`src/rtl/mmio_uart_ctrl.sv`:
```
// mmio_uart_ctrl: memory-mapped UART front end.
// The CPU pushes TX bytes and pops RX bytes through small FIFOs.
// The block also exposes sticky loss flags, a free-running cycle counter
// and a retired-instruction counter.
// Loads return registered data one cycle after the strobe.
module mmio_uart_ctrl #(
  parameter int          FIFO_DEPTH = 8,
  parameter logic [31:0] BASE_ADDR  = 32'h8000_0000
) (
  input  logic        clk,
  input  logic        rst,
  input  logic [31:0] addr,
  input  logic [31:0] wdata,
  input  logic        we,
  input  logic        re,
  output logic [31:0] rdata,
  input  logic        inst_retire,
  output logic [7:0]  data_in,
  output logic        data_in_valid,
  input  logic        data_in_ready,
  input  logic [7:0]  data_out,
  input  logic        data_out_valid,
  output logic        data_out_ready
);

  localparam int AW = $clog2(FIFO_DEPTH);
  localparam logic [AW:0]   FULL_CNT = (AW+1)'(FIFO_DEPTH);
  localparam logic [AW:0]   CNT_ONE  = (AW+1)'(1);
  localparam logic [AW-1:0] PTR_ONE  = AW'(1);

  logic [7:0]    tx_mem [FIFO_DEPTH];
  logic [AW-1:0] tx_wp, tx_rp;
  logic [AW:0]   tx_cnt;
  logic [7:0]    rx_mem [FIFO_DEPTH];
  logic [AW-1:0] rx_wp, rx_rp;
  logic [AW:0]   rx_cnt;
  logic          tx_drop, rx_ovf;
  logic [31:0]   cyc_cnt, inst_cnt;

  logic          sel, rd_sel, wr_sel;
  logic [7:0]    off;
  logic          tx_full, tx_ready, rx_full, rx_valid;
  logic          tx_pop, tx_push_req, tx_push, tx_drop_evt;
  logic          rx_pop, rx_push, rx_ovf_evt;
  logic          stat_rd, cnt_clr;
  logic [7:0]    tx_cnt8, rx_cnt8;
  logic [31:0]   rd_mux;
  logic          unused_bits;

  assign sel    = (addr[31:28] == BASE_ADDR[31:28]);
  assign off    = addr[7:0];
  assign rd_sel = re && sel;
  assign wr_sel = we && sel;

  assign tx_full  = (tx_cnt == FULL_CNT);
  assign tx_ready = !tx_full;
  assign rx_full  = (rx_cnt == FULL_CNT);
  assign rx_valid = (rx_cnt != '0);

  assign data_in        = tx_mem[tx_rp];
  assign data_in_valid  = (tx_cnt != '0);
  assign data_out_ready = 1'b1;

  // A full FIFO still accepts a push when it is popped in the same cycle,
  // so only a push that finds no room is counted as a loss.
  assign tx_pop      = data_in_valid && data_in_ready;
  assign tx_push_req = wr_sel && (off == 8'h08);
  assign tx_push     = tx_push_req && (!tx_full || tx_pop);
  assign tx_drop_evt = tx_push_req && tx_full && !tx_pop;

  assign rx_pop     = rd_sel && (off == 8'h04) && rx_valid;
  assign rx_push    = data_out_valid && (!rx_full || rx_pop);
  assign rx_ovf_evt = data_out_valid && rx_full && !rx_pop;

  assign stat_rd = rd_sel && (off == 8'h00);
  assign cnt_clr = wr_sel && (off == 8'h18);

  assign tx_cnt8 = 8'(tx_cnt);
  assign rx_cnt8 = 8'(rx_cnt);

  // Upper address bits and upper store data have no meaning in this map.
  assign unused_bits = ^{addr[27:8], wdata[31:8]};

  // Load data mux; it sees the head and counter values before this cycle's updates.
  always_comb begin
    rd_mux = '0;
    case (off)
      8'h00:   rd_mux = {28'b0, tx_drop, rx_ovf, rx_valid, tx_ready};
      8'h04:   rd_mux = rx_valid ? {24'b0, rx_mem[rx_rp]} : 32'h0;
      8'h10:   rd_mux = cyc_cnt;
      8'h14:   rd_mux = inst_cnt;
      8'h1C:   rd_mux = {16'b0, tx_cnt8, rx_cnt8};
      default: rd_mux = '0;
    endcase
  end

  // FIFO storage (contents are don't-care while empty, so no reset needed)
  always_ff @(posedge clk) begin
    if (tx_push) tx_mem[tx_wp] <= wdata[7:0];
    if (rx_push) rx_mem[rx_wp] <= data_out;
  end

  // TX FIFO pointers and occupancy
  always_ff @(posedge clk) begin
    if (rst) begin
      tx_wp  <= '0;
      tx_rp  <= '0;
      tx_cnt <= '0;
    end else begin
      if (tx_push) tx_wp <= tx_wp + PTR_ONE;
      if (tx_pop)  tx_rp <= tx_rp + PTR_ONE;
      if (tx_push && !tx_pop)      tx_cnt <= tx_cnt + CNT_ONE;
      else if (tx_pop && !tx_push) tx_cnt <= tx_cnt - CNT_ONE;
    end
  end

  // RX FIFO pointers and occupancy
  always_ff @(posedge clk) begin
    if (rst) begin
      rx_wp  <= '0;
      rx_rp  <= '0;
      rx_cnt <= '0;
    end else begin
      if (rx_push) rx_wp <= rx_wp + PTR_ONE;
      if (rx_pop)  rx_rp <= rx_rp + PTR_ONE;
      if (rx_push && !rx_pop)      rx_cnt <= rx_cnt + CNT_ONE;
      else if (rx_pop && !rx_push) rx_cnt <= rx_cnt - CNT_ONE;
    end
  end

  // Sticky loss flags: a status read clears them, but a new loss in the same cycle wins.
  always_ff @(posedge clk) begin
    if (rst) begin
      tx_drop <= 1'b0;
      rx_ovf  <= 1'b0;
    end else begin
      tx_drop <= tx_drop_evt || (tx_drop && !stat_rd);
      rx_ovf  <= rx_ovf_evt  || (rx_ovf  && !stat_rd);
    end
  end

  // Cycle and instruction counters; a clear overrides the same-cycle increment.
  always_ff @(posedge clk) begin
    if (rst || cnt_clr) begin
      cyc_cnt  <= '0;
      inst_cnt <= '0;
    end else begin
      cyc_cnt <= cyc_cnt + 32'd1;
      if (inst_retire) inst_cnt <= inst_cnt + 32'd1;
    end
  end

  // Registered load data; it holds its value when no selected read is present.
  always_ff @(posedge clk) begin
    if (rst)         rdata <= '0;
    else if (rd_sel) rdata <= rd_mux;
  end

endmodule

```
`config.mk`:
```
export PLATFORM = sky130hd
export DESIGN_NAME = mmio_uart_ctrl
export DESIGN_NICKNAME = d
export VERILOG_FILES = /design/src/rtl/mmio_uart_ctrl.sv
export SDC_FILE = /design/constraint.sdc
export NUM_CORES = 1
export LEC_CHECK = 0
export CAP_MARGIN = 25
export CORE_MARGIN = 4
export CORE_UTILIZATION = 55
export DETAILED_ROUTE_END_ITERATION = 8
export GPL_ROUTABILITY_DRIVEN = 1
export PLACE_DENSITY = 0.75
export SYNTH_ARGS = -nofsm -noshare
export SYNTH_HDL_FRONTEND = slang
export SYNTH_SLANG_ARGS = --single-unit
```
`constraint.sdc`:
```
create_clock -name clk -period 4 [get_ports clk]
set_input_delay 0.6 -clock clk [delete_from_list [all_inputs] [get_ports clk]]
set_output_delay 0.6 -clock clk [all_outputs]
set_load 0.05 [all_outputs]
```
==> metrics.txt, run 1 <==
layout cell share with drive strength beyond 1=between 10 and 15%; CTS tree=built; # port buffers=75; post-cts sizing count=0; WL final=approximately 24000 um; DP Wirelength=around 16000 um; io pins=~120; switching share of total power=about a quarter; Pwr Density=~470 mW/mm^2; Initial Util=a little under three fifths; # hold bufs at CTS=0; Root Buffer=clkbuf_16; area of the multi-input gates=about 0.0045 mm^2; RSZ-0062 raised after global routing=false; worst slew pin tran=around 0.86 ns; Core ar.=roughly 0.020 mm^2; status=finished clean; Sequential Power Share=47.0%; net switching power=1.47 mW; Period minus WS final=roughly 3.3 ns; clock transition at the registers of the reported paths=around 0.06 ns; Layout Utilization=66.3%; Hold Path Class=reg -> reg; grt ovf=0; Starting DRT DRC Count=about 530; # nets final=about 1100; worst-path cell chain=clkdlybuf4s50_1, buf_4, inv_1, nor4b_4, nand2_1, ha_1, inv_1, ha_1, a21o_1, a21oi_1, mux2i_1, mux2_2; post-route ant nets=0; Fill cells=1527; CTS Buf Count=26; DR pass1 iterations=5; first-pass GRT wire length=between 30000 and 40000 um; clk sinks=between 200 and 300; GPL Wtd Cong=a little over 0.8; critical path arrival=between 3 and 4 ns; Synth Flop Type=edfxtp_1; max incr delay on CP=between 0.5 and 0.6 ns; hold path cells=2; crit path max-delay cell type=clkdlybuf4s50_1; Cell Int Power=approximately 4.7 mW; final setup vio count=0; max cap viols=0; die height=150 um; Logic pwr share=12.3%; Core Rows=51; maximum clock rate=about 300 MHz; Netlist Area Pre-Place=roughly 0.011 mm^2; worst clock skew=about 0.018 ns; largest net degree at the start of global routing=between 40 and 50; Gate Count Post-Synth=921; Crit Path Max Fanout=35; PnR worst setup slack=0.656 ns; number of global-route vias before repair=around 7300; sequential area share after synthesis=around 57%; clock share of power=around two fifths; diode count=0; LEAKAGE=between 4 and 5 nW; fin crit share=a little over four fifths; Setup Crit Path Kind=in -> reg; Syn Area/Cell=about 12 um^2; Post-Syn Nets=roughly 1000; CP Launch Type=input port; setup TNS=0 ns; commonest non-fill, non-tap cell in the layout=edfxtp_1; final slew viol count=0; storage element area=between 0.006 and 0.007 mm^2; vias after detailed routing=between 7000 and 8000; #FFs+latches synth=~250; Area Overhead vs Synth=17.3%; vias per cell=slightly above 6; crit path capture type=flip-flop; Max Buffers Root-to-Sink=3; Avg WL per Cell=between 15 and 20 um; R2R depth=11; Die X=between 150 and 200 um; final hold viol count=0; Worst-Skew Late Latency=~0.53 ns; initial antenna violation count=0; Synth async-reset ratio=0%; htree depth=1; Rel. slew slack=between 40% and 50%; worst vdd ir=between 0.3 and 0.4 mV; die area=0.0225 mm^2; Critical Path RT=approximately 4.4 ns; DRC Markers=0; most frequent cells in the layout=edfxtp_1, dfxtp_1, clkdlybuf4s50_1; Netlist cell types=64; YS warnings=0; Overall Global Routing Usage=between 20% and 30%; Post-synth EDFFs=~130; pre-CTS worst setup slack=approximately 0.14 ns; total setup buffers inserted after CTS=0
[area by class of cell]
type | count | share of cell area [%]
repair buffers | 96 | 7.03
flip-flops and latches | 252 | 48.6
clock buffers | 35 | 5.56
well taps | 265 | 2.54
inverters | 17 | 0.490
multi-input cells | 598 | 34.5
clock inverters | 13 | 1.33
[stage by stage]
stage,cells,power [mW],instance area (um^2),hold WS (ns)
global route,1276,6.39,13000,0.468
global placement,1228,3.68,12100,0.439
CTS,1276,6.18,13000,0.452
finish,1276,6.13,13000,0.448
floorplan,921,3.46,11100,0.437
detailed placement,1228,3.70,12100,0.444
[cell usage after synthesis (16+ instances only)]
library cell	instances	area, um^2
a21oi_1	69	345
clkbuf_1	34	128
dfxtp_1	124	2480
edfxtp_1	128	3840
inv_1	17	63.8
mux2_2	40	450
mux2i_1	17	170
mux4_2	32	721
nand2_1	63	236
nand3_1	45	225
nand4_1	16	100
nor2_1	60	225
o21ai_0	18	90.1
o31ai_1	27	203
or3_1	18	113
or4_1	26	195
xnor2_1	17	149
[worst max-delay path: cells and delay by family]
kind | cells | cell delay, ns
adder cells (fa/ha/maj) | 2 | 0.45
AND/OR/NAND/NOR | 2 | 0.46
multiplexers | 2 | 0.56
buffers and inverters | 4 | 1.32
AO/OA/AOI/OAI | 2 | 0.35
[per-layer routing]
metal	GRT usage, %	wire [um]	part of all wire [%]	vias to the layer above
met4	5.03	389	1.6	0
met5	0	0	0	-
met2	35.2	11400	48	210
met1	30.0	10600	45	3805
met3	3.22	1350	5.7	27
li1	-	-	-	3657
[power groups by stage]
stage	clock network [mW]	logic, mW	registers (mW)
detailed placement	0	0.758	2.94
floorplan	0	0.555	2.90
CTS	2.54	0.763	2.88
global route	2.67	0.825	2.89
finish	2.49	0.755	2.88
global placement	0	0.746	2.93
[sequential cells by signal, indices dropped and copies added (netlist names), named ones only]
signal,count
cyc_cnt,32
inst_cnt,32
rdata,32
rx_cnt,4
rx_mem,64
rx_ovf,1
rx_rp,3
rx_wp,3
tx_cnt,4
tx_drop,1
tx_mem,64
tx_rp,3
tx_wp,3
[worst paths after layout]
path                                 from         to  slack, ns
worst max register to register  tx_cnt[0]  tx_cnt[3]       0.94
worst max-delay path              addr[2]  rx_cnt[3]       0.66
worst min register to register  rdata[27]  rdata[27]       0.45
worst min-delay path            rdata[27]  rdata[27]       0.45
[cells by family after synthesis]
logic type | after synthesis | synth area share (%)
AOI/OAI and AO/OA | 145 | 8.15
xor gates and xnor gates | 31 | 2.45
adders and majority gates | 14 | 1.71
buffers and inverters | 71 | 2.64
DFF | 252 | 57.0
muxes | 89 | 12.1
other | 1 | 0.0338
and+or+nand+nor | 318 | 16.0
No activity file was read; power rests on OpenSTA's default activity.
==> inputs of run 2 (changes only) <==
- clock period: 4 -> 3.4 ns (I/O delays scaled with it)
==> run 2 against run 1 <==
Net effect: utilization up 0.24 points; non-clock buffer count grew 18; first-iteration DRC count shrank 4.3%; design area rose by 0.37%; clock skew shrank 0.0080 ns; clock power grew 7%; total power grew 14%; combinational power grew 24%; worst setup slack worse by 0.43 ns; critical path depth decreased by 8; critical path type is now reg -> out; largest cell class unchanged.
==> metrics.txt, run 2 (same netlist as run 1, synthesis figures left out) <==
Design Power=~7.0 mW; Core Rows=51; htree depth=1; fin crit share=slightly above 90%; reg-to-reg critical path startpoint=tx_cnt[0]; post-route ant nets=0; most frequent cells in the layout=edfxtp_1, dfxtp_1, clkdlybuf4s50_1; final slew viol count=0; # port buffers=75; Area Overhead vs Synth=17.8%; crit path max-delay cell type=clkdlybuf4s50_1; largest registers=rx_mem (64), tx_mem (64); first-pass GRT wire length=roughly 40000 um; critical path arrival=roughly 2.7 ns; r2r setup slk=~0.65 ns; R2R depth=9; storage element area=around 0.0063 mm^2; Layout Utilization=about two thirds; Buf+Inv Stages, Crit Path=2; hold path cells=2; layout cell share with drive strength beyond 1=between 10% and 20%; clock transition at the registers of the reported paths=around 0.060 ns; max cap viols=0; # nets final=approximately 1100; Period minus WS final=roughly 3.2 ns; Avg WL per Cell=18.3 um; # hold bufs at CTS=0; Die X=between 150 and 200 um; clk sinks=between 200 and 300; Fill cells=around 1500; Root Buffer=clkbuf_16; CP Launch Type=flip-flop; commonest non-fill, non-tap cell in the layout=edfxtp_1; vias per cell=approximately 5.9; Core ar.=slightly below 0.02 mm^2; area of the multi-input gates=0.00449 mm^2; Setup Crit Path Kind=reg -> out; worst slew pin tran=slightly above 0.8 ns; final setup vio count=0; max incr delay on CP=just over 0.7 ns; largest net degree at the start of global routing=about 60; number of global-route vias before repair=between 7000 and 8000; worst-path cell chain=buf_4, mux4_2, mux2_2, clkdlybuf4s50_1; initial antenna violation count=0; Max Buffers Root-to-Sink=3; Hold Path Class=reg -> reg; GPL Wtd Cong=between 0.8 and 0.9; maximum clock rate=between 300 and 400 MHz; Initial Util=56.5%; worst hold endpoint=rdata[19]; DRC Markers=0; Starting DRT DRC Count=between 500 and 600; CTS tree=built; CTS Buf Count=26; grt ovf=0; Critical Path RT=roughly 2.9 ns; vias after detailed routing=around 7600; DP Wirelength=~16000 um; post-cts sizing count=0; worst vdd ir=0.366 mV; die height=150 um; Pwr Density=between 500 and 600 mW/mm^2; Worst-Skew Late Latency=approximately 0.52 ns; status=finished clean; diode count=0; hold_sp=rdata[19]; DR pass1 iterations=5; final hold viol count=0; Overall Global Routing Usage=between 20% and 30%; WL final=roughly 24000 um; worst clock skew=between 0.01 and 0.015 ns; CP top delay family=buffers and inverters; total setup buffers inserted after CTS=0; die area=roughly 0.023 mm^2; terminus of the critical flop-to-flop path=tx_cnt[3]; RSZ-0062 raised after global routing=false; crit path capture type=primary output; Rel. slew slack=~45%; Crit Path Max Fanout=16; io pins=between 100 and 150; LEAKAGE=roughly 4.3 nW
[run 2: cell types whose count changed in the layout (fill, tap and decap cells not counted), sizes merged]
cell | before | now
clkbuf | 35 | 37
clkinvlp | 1 | 4
bufinv | 4 | 1
buf | 22 | 40
clkinv | 8 | 6
[run 2: final cells by class]
cell class	instances	share of cell area, %
clock buffer	37	5.55
clock inverter	11	0.651
inverter	17	0.488
multi-input combinational	598	34.4
sequential	252	48.4
tap	265	2.54
timing repair buffer	114	8.04
[run 2: where the power goes]
part | internal, mW | switching (mW)
registers | 3.29 | 0.0912
logic | 0.425 | 0.512
clock network | 1.56 | 1.11
[run 2: per-layer routing]
| layer | GRT usage, % | vias to the layer above | part of all wire, % |
|---|---|---|---|
| met2 | 34.8 | 220 | 47 |
| li1 | - | 3702 | - |
| met1 | 30.8 | 3660 | 45 |
| met3 | 3.34 | 36 | 5.7 |
| met5 | 0 | - | 0 |
| met4 | 5.22 | 0 | 2.2 |
[run 2: tightest hold or removal path, stage by stage (launching register included)]
cell     delay (ns)
dfxtp_1        0.31
nand2_1        0.05
a21oi_1        0.05
[run 2: per-stage QoR]
stage	area [um^2]	instances	setup WS, ns	hold WS [ns]	setup TNS, ns
finish	13100	1294	0.229	0.449	0
global route	13100	1294	0.0839	0.472	0
CTS	13100	1294	0.180	0.448	0
detailed placement	12300	1246	-0.0297	0.446	-0.0297
global placement	12300	1246	0.0374	0.440	0
floorplan	11100	921	0.151	0.437	0
[run 2: worst max-delay path by stage]
| stage | startpoint | endpoint | slack [ns] | depth (start not counted) |
|---|---|---|---|---|
| 2_1_floorplan | addr[29] | rx_cnt[3] | 0.15 | 11 |
| 3_3_place_gp | addr[2] | rx_cnt[3] | 0.04 | 11 |
| 3_5_place_dp | addr[2] | rx_cnt[3] | -0.03 | 11 |
| 4_1_cts | flip-flop | data_in[5] | 0.18 | 4 |
| 5_1_grt | flip-flop | data_in[5] | 0.08 | 4 |
| 6_report | flip-flop | data_in[5] | 0.23 | 4 |
==> inputs of run 3 (changes only) <==
- CTS_CLUSTER_SIZE: default -> 12
==> run 3 against run 2 <==
Net effect: via count is 0.84% higher; design area about the same; non-clock buffer count unchanged; register-to-register slack worse by 0.02 ns; utilization about the same; sequential share of layout area about the same; combinational power is 0.4% higher; die area stayed put; clock power about the same; critical path depth is the same; global-route usage barely moved.
==> metrics.txt, run 3 (same netlist as run 1, synthesis figures left out) <==
Rel. slew slack=43.0%; Period minus WS final=approximately 3.2 ns; Buf+Inv Stages, Crit Path=2; Core ar.=approximately 0.020 mm^2; met2 usage=35.3%; Overall Global Routing Usage=a little over a fifth; DP Wirelength=between 15000 and 20000 um; diode count=0; worst vdd ir=0.365 mV; Initial Util=56.5%; io pins=approximately 120; total setup buffers inserted after CTS=0; Die X=150 um; number of global-route vias before repair=~7300; layout cell share with drive strength beyond 1=~16%; worst clock skew=about 0.013 ns; Core Rows=between 50 and 60; clock transition at the registers of the reported paths=0.06 ns; Pwr Density=535 mW/mm^2; htree depth=1; Critical Path RT=between 2 and 3 ns; gr busiest metal=met2; die height=between 150 and 200 um; Starting DRT DRC Count=roughly 510; GPL Wtd Cong=around 0.84; crit path max-delay cell type=clkdlybuf4s50_1; Setup Crit Path Kind=reg -> out; Root Buffer=clkbuf_16; Layout Utilization=between 60% and 70%; WL final=around 24000 um; commonest non-fill, non-tap cell in the layout=edfxtp_1; met1 usage=between 30% and 40%; # hold bufs at CTS=0; critical path arrival=roughly 2.7 ns; most frequent cells in the layout=edfxtp_1, dfxtp_1, clkdlybuf4s50_1; Worst-Skew Late Latency=around 0.52 ns; DR pass1 iterations=5; vias per cell=5.94; CP Launch Type=flip-flop; CTS tree=built; Hold Path Class=reg -> reg; CTS Buf Count=26; clk sinks=252; first-pass GRT wire length=roughly 39000 um; post-route ant nets=0; DRC Markers=0; grt ovf=0; maximum clock rate=about 310 MHz; post-route design area=between 0.01 and 0.015 mm^2; post-cts sizing count=0; initial antenna violation count=0; final hold viol count=0; status=finished clean; final setup vio count=0; worst slew pin tran=0.854 ns; # port buffers=75; Avg WL per Cell=between 15 and 20 um; worst-path cell chain=buf_4, mux4_2, mux2_2, clkdlybuf4s50_1; final slew viol count=0; Crit Path Max Fanout=16; fin crit share=a little over 90%; RSZ-0062 raised after global routing=false; Max Buffers Root-to-Sink=3; # nets final=1102; Fill cells=1519; GRT met3 Usage=about 3.0%; vias after detailed routing=between 7000 and 8000; Area Overhead vs Synth=17.7%; largest registers=rx_mem (64), tx_mem (64); Post-Place Cell Area=0.0123 mm^2; largest net degree at the start of global routing=61; LEAKAGE=approximately 4.3 nW; crit path capture type=primary output; max incr delay on CP=about 0.7 ns; CP top delay family=buffers and inverters; max cap viols=0; die area=about 0.023 mm^2
==> run 3: changes by cell type in the layout (fill, tap and decap cells not counted) <==
cell and delta:
clkbuf_2 -2, clkinv_1 -2, clkinv_2 -1, clkinvlp_2 -1
clkinv_8 +1, clkinvlp_4 -3, clkbuf_8 +2, clkbuf_1 +7
clkbuf_16 -1
==> run 3: worst paths after layout <==
kind              depth (start not counted)          to  slack, ns      start
hold / removal                            2   rdata[19]       0.45  rdata[19]
hold reg to reg                           2   rdata[19]       0.45  rdata[19]
setup reg to reg                          9   tx_cnt[3]       0.63  tx_cnt[0]
setup / recovery                          4  data_in[6]       0.22  flip-flop
==> run 3: worst reg2reg max path, delay by kind of cell (launching register included) <==
kind	cells	cell delay [ns]
DFF	1	0.41
buffers and inverters	2	0.20
muxes	2	0.56
and+or+nand+nor	2	0.83
AOI/OAI and AO/OA	1	0.17
adders and majority gates	2	0.49
==> run 3: metal layers <==
metal	part of all wire, %	vias up
met1	46	3744
li1	-	3710
met4	1.5	0
met2	48	201
met5	0	-
met3	5.2	27
==> run 3: final cells by class <==
| cell class | count | area (um^2) | area share, % |
|---|---|---|---|
| clock inverters | 5 | 61.3 | 0.469 |
| repair buffers | 114 | 1050 | 8.04 |
| multi-input cells | 598 | 4490 | 34.4 |
| flip-flops and latches | 252 | 6330 | 48.4 |
| well taps | 265 | 332 | 2.54 |
| clock buffers | 43 | 744 | 5.70 |
| inverters | 17 | 63.8 | 0.488 |
==> run 3: report_power, final <==
group	switching, mW	internal (mW)
combinational	0.515	0.425
sequential	0.0919	3.29
clock	1.10	1.57
==> run 3: metrics by stage <==
step | setup TNS, ns | total power [mW] | instances | hold slack [ns] | worst slack, ns
6_report | 0 | 6.99 | 1294 | 0.450 | 0.221
5_1_grt | 0 | 7.27 | 1294 | 0.472 | 0.0820
4_1_cts | 0 | 7.05 | 1294 | 0.450 | 0.176
3_5_place_dp | -0.0297 | 4.38 | 1246 | 0.446 | -0.0297
3_3_place_gp | 0 | 4.36 | 1246 | 0.440 | 0.0374
2_1_floorplan | 0 | 4.07 | 921 | 0.437 | 0.151
